==> src/rtl/sh_state_probe.sv <==
// sh_state_probe: captures a d-share masked state, recombines it (XOR of shares)
// and streams the unmasked bytes LANES per beat with optional compare.
// Debug/simulation use only: the output is unmasked by construction.
module sh_state_probe #(
    parameter int unsigned d     = 2,
    parameter int unsigned NB    = 16,
    parameter int unsigned LANES = 4
) (
    input  logic                    clk,
    input  logic                    rst,
    input  logic                    in_valid,
    output logic                    in_ready,
    input  logic [8*d*NB-1:0]       sh_in,
    input  logic [8*NB-1:0]         exp_in,
    input  logic                    cmp_en,
    output logic                    out_valid,
    input  logic                    out_ready,
    output logic [8*LANES-1:0]      out_data,
    output logic [(((NB/LANES) > 1) ? $clog2(NB/LANES) : 1)-1:0] out_idx,
    output logic                    out_last,
    input  logic                    clr,
    output logic                    mismatch,
    output logic [15:0]             err_cnt
);

    localparam int unsigned BEATS = NB / LANES;
    localparam int unsigned IW    = (BEATS > 1) ? $clog2(BEATS) : 1;
    localparam int unsigned SW    = 8 * d * NB;
    localparam int unsigned EW    = 8 * NB;
    localparam int unsigned OW    = 8 * LANES;
    localparam int unsigned SIW   = (SW > 1) ? $clog2(SW) : 1;
    localparam int unsigned EIW   = (EW > 1) ? $clog2(EW) : 1;
    localparam logic [IW-1:0] LAST_BEAT = IW'(BEATS - 1);

    // Reject parameter sets that cannot be streamed in whole beats
    if ((NB % LANES) != 0) begin : g_bad_lanes
        $error("sh_state_probe: NB must be a multiple of LANES");
    end
    if (d < 2) begin : g_bad_shares
        $error("sh_state_probe: d must be at least 2");
    end

    typedef enum logic {
        IDLE   = 1'b0,
        STREAM = 1'b1
    } state_t;

    state_t          state_q;
    state_t          state_d;
    logic [IW-1:0]   beat_q;
    logic [IW-1:0]   beat_d;
    logic            capture;
    logic            xfer;
    logic            fail;
    logic [SW-1:0]   cap_sh;
    logic [EW-1:0]   cap_exp;
    logic            cap_cmp;
    logic [OW-1:0]   exp_beat;

    // State and beat registers
    always_ff @(posedge clk or posedge rst) begin
        if (rst) begin
            state_q <= IDLE;
            beat_q  <= '0;
        end else begin
            state_q <= state_d;
            beat_q  <= beat_d;
        end
    end

    // Next-state logic: accept a capture when idle, advance beats on transfer
    always_comb begin
        state_d = state_q;
        beat_d  = beat_q;
        capture = 1'b0;
        xfer    = 1'b0;
        case (state_q)
            IDLE: begin
                if (in_valid) begin
                    capture = 1'b1;
                    beat_d  = '0;
                    state_d = STREAM;
                end
            end
            STREAM: begin
                if (out_ready) begin
                    xfer = 1'b1;
                    if (beat_q == LAST_BEAT) begin
                        beat_d  = '0;
                        state_d = IDLE;
                    end else begin
                        beat_d = beat_q + IW'(1);
                    end
                end
            end
            default: state_d = IDLE;
        endcase
    end

    // Capture registers; frozen for the whole stream
    always_ff @(posedge clk or posedge rst) begin
        if (rst) begin
            cap_sh  <= '0;
            cap_exp <= '0;
            cap_cmp <= 1'b0;
        end else if (capture) begin
            cap_sh  <= sh_in;
            cap_exp <= exp_in;
            cap_cmp <= cmp_en;
        end
    end

    assign in_ready  = (state_q == IDLE);
    assign out_valid = (state_q == STREAM);
    assign out_idx   = beat_q;
    assign out_last  = (state_q == STREAM) && (beat_q == LAST_BEAT);

    // Recombine the current beat's bytes from the captured shares only
    always_comb begin
        int unsigned base;
        base     = 0;
        out_data = '0;
        for (int unsigned k = 0; k < LANES; k++) begin
            for (int unsigned b = 0; b < 8; b++) begin
                base = d * (8 * (32'(beat_q) * LANES + k) + b);
                out_data[8*k+b] = ^cap_sh[SIW'(base) +: d];
            end
        end
    end

    // Expected bytes for the current beat and the failing-transfer condition
    always_comb begin
        exp_beat = cap_exp[EIW'(32'(beat_q) * OW) +: OW];
        fail     = xfer && cap_cmp && (out_data != exp_beat);
    end

    // Sticky mismatch and saturating error count; clear has priority
    always_ff @(posedge clk or posedge rst) begin
        if (rst) begin
            mismatch <= 1'b0;
            err_cnt  <= '0;
        end else if (clr) begin
            mismatch <= 1'b0;
            err_cnt  <= '0;
        end else if (fail) begin
            mismatch <= 1'b1;
            if (err_cnt != 16'hFFFF) begin
                err_cnt <= err_cnt + 16'd1;
            end
        end
    end

endmodule

==> config.mk <==
export PLATFORM = sky130hd
export DESIGN_NAME = sh_state_probe
export DESIGN_NICKNAME = d
export VERILOG_FILES = /design/src/rtl/sh_state_probe.sv
export SDC_FILE = /design/constraint.sdc
export NUM_CORES = 1
export LEC_CHECK = 0
export CORE_MARGIN = 1.5
export CORE_UTILIZATION = 45
export CTS_CLUSTER_DIAMETER = 100
export DETAILED_ROUTE_END_ITERATION = 16
export HOLD_SLACK_MARGIN = 0.15
export PLACE_DENSITY_LB_ADDON = 0.12
export SLEW_MARGIN = 30
export SYNTH_ARGS = -nofsm -noshare
export SYNTH_HDL_FRONTEND = slang
export SYNTH_SLANG_ARGS = --single-unit
export TNS_END_PERCENT = 100
==> constraint.sdc <==
create_clock -name clk -period 14.1 [get_ports clk]
set_clock_uncertainty 0.2 [all_clocks]
set_input_delay 2.82 -clock clk [delete_from_list [all_inputs] [get_ports clk]]
set_output_delay 2.82 -clock clk [all_outputs]
set_load 0.005 [all_outputs]
==> impl_metrics.ini <==
[global_routing]
grt_pass1_wl_mm = 70.2
grt_max_degree = 171
overflow = 0
antenna_found_initial = 19
grt_usage = 0.224
first_global_vias = 11959

[cells_and_area]
fin_nets = 2003
syn_to_final_growth_pct = 35.4
final_layout_size_suffix_gt1_frac = 0.330

[clocking]
cts_setup_buffers = 0
clock_latency_ns = 0.56
clk_pin_slew_worst_paths_ns = 0.06
root_buffer = clkbuf_16
cts_buffer_depth = 3
htreeDepth = 2
ctsHoldBuffers = 0
ctsResizeCount = 0
cts_made_buffers = 44
cts_tree = built
cts_sinks = 405

[routing]
drt_iter0_markers = 476
wirelength_mm = 46.5
drtAntennaViolNets = 0
wl_per_cell_um = 21.3
drcViolationCount = 0
vias = 11245
firstDrtPassIters = 4
avgViaCountPerCell = 5.16

[critical_path]
slowest_delay_ns = 0.85
r2r_start = out_idx[1]$_DFFE_PP0P_
critPathArrivalTime_ns = 3.44
critPathLaunch = out_idx[1]$_DFFE_PP0P_
slowest_stage = dfrtp_4
cp_cell_sequence = buf_4 -> mux4_1 -> clkdlybuf4s50_1
worstSetupPathType = reg2out
worst-path-buf-inv = 2
path_max_fanout = 35
cp-start-kind = register
critPathRequiredTime_ns = 11.08
cp_top_family = buffers and inverters
crit_path_end_kind = output pin

[synthesis]
syn_area_per_cell_um2 = 15.6
syn_area_um2 = 18300
yosys-top-cells-area = dfrtp_1, mux2_2, mux4_2
synth_warnings = 0
ys_types = 33
ys_seq_elements = 405
ys_seq_area_frac = 0.555
synth_top_area_frac = 0.555
synth_cells = 1173
synth_nets = 1565
yosys.area.top_type = dfrtp_1

[timing]
rsz0062_at_grt = false
fmax_mhz = 155
tns_ns = 0
setup_viol = 0
report.final.slew_viol_count = 0
period_minus_slack_ns = 6.46
fin_hold_ws_ns = 0.299
tightest_slew_ns = 0.946
hold_violations = 0
max_slew_margin = 0.369
finalCritPeriodShare = 0.458

[placed_design]
gp_congestion = 0.785
dp_hpwl_mm = 33.5
port_buffers = 443

[power]
ir_worst_vdd_uv = 133
switching_share = 0.314
intPower_mw = 3.86
leakage_nw = 10.2
p_sw_mw = 1.77
pwr-share-seq = 0.376
power_frac_clock = 0.204
powerDensity_nw_per_um2 = 228
p_comb_frac = 0.419

[floorplan]
die_w_um = 204
core_area_um2 = 39900
start_util = 0.457
die_h_um = 204
ios = 444
rows = 73
die_area_um2 = 41800

[outcome]
status = finished clean

[min_path]
hp-start = cap_exp[72]$_DFFE_PP0P_
hold_class = reg2reg

[flow_run]
max-cap-violations = 0
## stage by stage
| stage | utilization | total power [mW] | area [µm²] | std cells | worst slack (ns) |
|---|---|---|---|---|---|
| floorplan | - | 3.62 | 18300 | 1173 | 5.62 |
| global placement | 0.581 | 4.49 | 23200 | 2088 | 7.37 |
| detailed placement | 0.581 | 4.56 | 23200 | 2089 | 7.28 |
| CTS | 0.618 | 5.74 | 24700 | 2165 | 7.50 |
| global route | 0.619 | 5.98 | 24700 | 2177 | 7.46 |
| finish | 0.619 | 5.63 | 24700 | 2180 | 7.64 |
## synthesized netlist by cell type
library cell	number
xor2_1	128
mux4_1	2
o21bai_1	1
nand2_1	3
nor4bb_1	1
nor4_2	1
inv_1	5
and4_1	3
a31o_1	3
xnor2_1	34
nand2b_1	1
buf_6	4
ha_1	2
nor4_4	1
buf_8	1
nor3_1	1
a41oi_1	1
buf_2	10
a21oi_2	1
a31o_2	1
nor2b_1	9
dfrtp_1	405
clkbuf_1	47
and2_1	1
a21oi_1	8
a32o_1	2
mux2i_1	1
and3_1	6
mux2_2	393
mux4_2	62
nor2_1	14
nand3_1	4
nand4_1	17
## area by class of cell
| cell class | count | area [µm²] |
|---|---|---|
| Antenna cell | 14 | 35.0 |
| Clock buffer | 69 | 1360 |
| Tap cell | 525 | 657 |
| Inverter | 5 | 22.5 |
| Fill cell | 3150 | 15200 |
| Sequential cell | 405 | 10100 |
| Timing Repair Buffer | 454 | 4590 |
| Multi-Input combinational cell | 701 | 7830 |
| Clock inverter | 7 | 87.6 |
## flip-flops by register name (all words and copies together) (netlist names)
register,count
cap_exp,128
out_valid,1
err_cnt,16
cap_cmp,1
mismatch,1
out_idx,2
cap_sh,256
## placed cells by master (no fill, tap or decap), types with 4 or more instances in the layout
cell and n:
a21oi_1 8, and3_1 6, buf_12 4, buf_4 4, clkbuf_1 10, clkbuf_16 45
clkbuf_8 14, clkdlybuf4s50_1 442, clkinv_2 4, dfrtp_1 403, diode_2 14, inv_1 4
mux2_2 393, mux4_2 62, nand3_1 4, nand4_1 17, nor2_1 14, nor2b_1 8
xnor2_1 34, xor2_1 128
## logic make-up after synthesis
family,count (synthesis),share of synthesized area
buffers and inverters,67,0.0167
DFF,405,0.555
and+or+nand+nor,62,0.0204
AOI/OAI and AO/OA,17,0.00658
adders and majority gates,2,0.00137
xor gates and xnor gates,162,0.0777
muxes,458,0.322
## layer usage
layer / GRT usage / share of wire / vias up
met5: 0 / 0.0013 / -
met4: 0.0890 / 0.027 / 10
met3: 0.0727 / 0.078 / 81
met2: 0.357 / 0.48 / 313
met1: 0.283 / 0.41 / 5733
li1: - / - / 5108
## power groups by stage
stage          Combinational [mW]  Clock, mW  Sequential [mW]
6_report                     2.36       1.15             2.12
3_3_place_gp                 2.37          0             2.12
4_1_cts                      2.42       1.19             2.13
5_1_grt                      2.55       1.23             2.21
3_5_place_dp                 2.40          0             2.15
2_1_floorplan                1.61          0             2.00
## final timing paths
check                                               end  slack [ns]  cells past startpoint
worst max register to register  err_cnt[10]$_DFFE_PP0P_        9.29                      8
min in group asynchronous        cap_sh[48]$_DFFE_PP0P_        2.42                      2
worst min register to register  cap_exp[72]$_DFFE_PP0P_        0.30                      1
worst max-delay path                       out_data[10]        7.64                      3
worst min-delay path            cap_exp[72]$_DFFE_PP0P_        0.30                      1
max in group asynchronous        cap_sh[79]$_DFFE_PP0P_        9.20                      5
(Power assumes the default switching activity.)
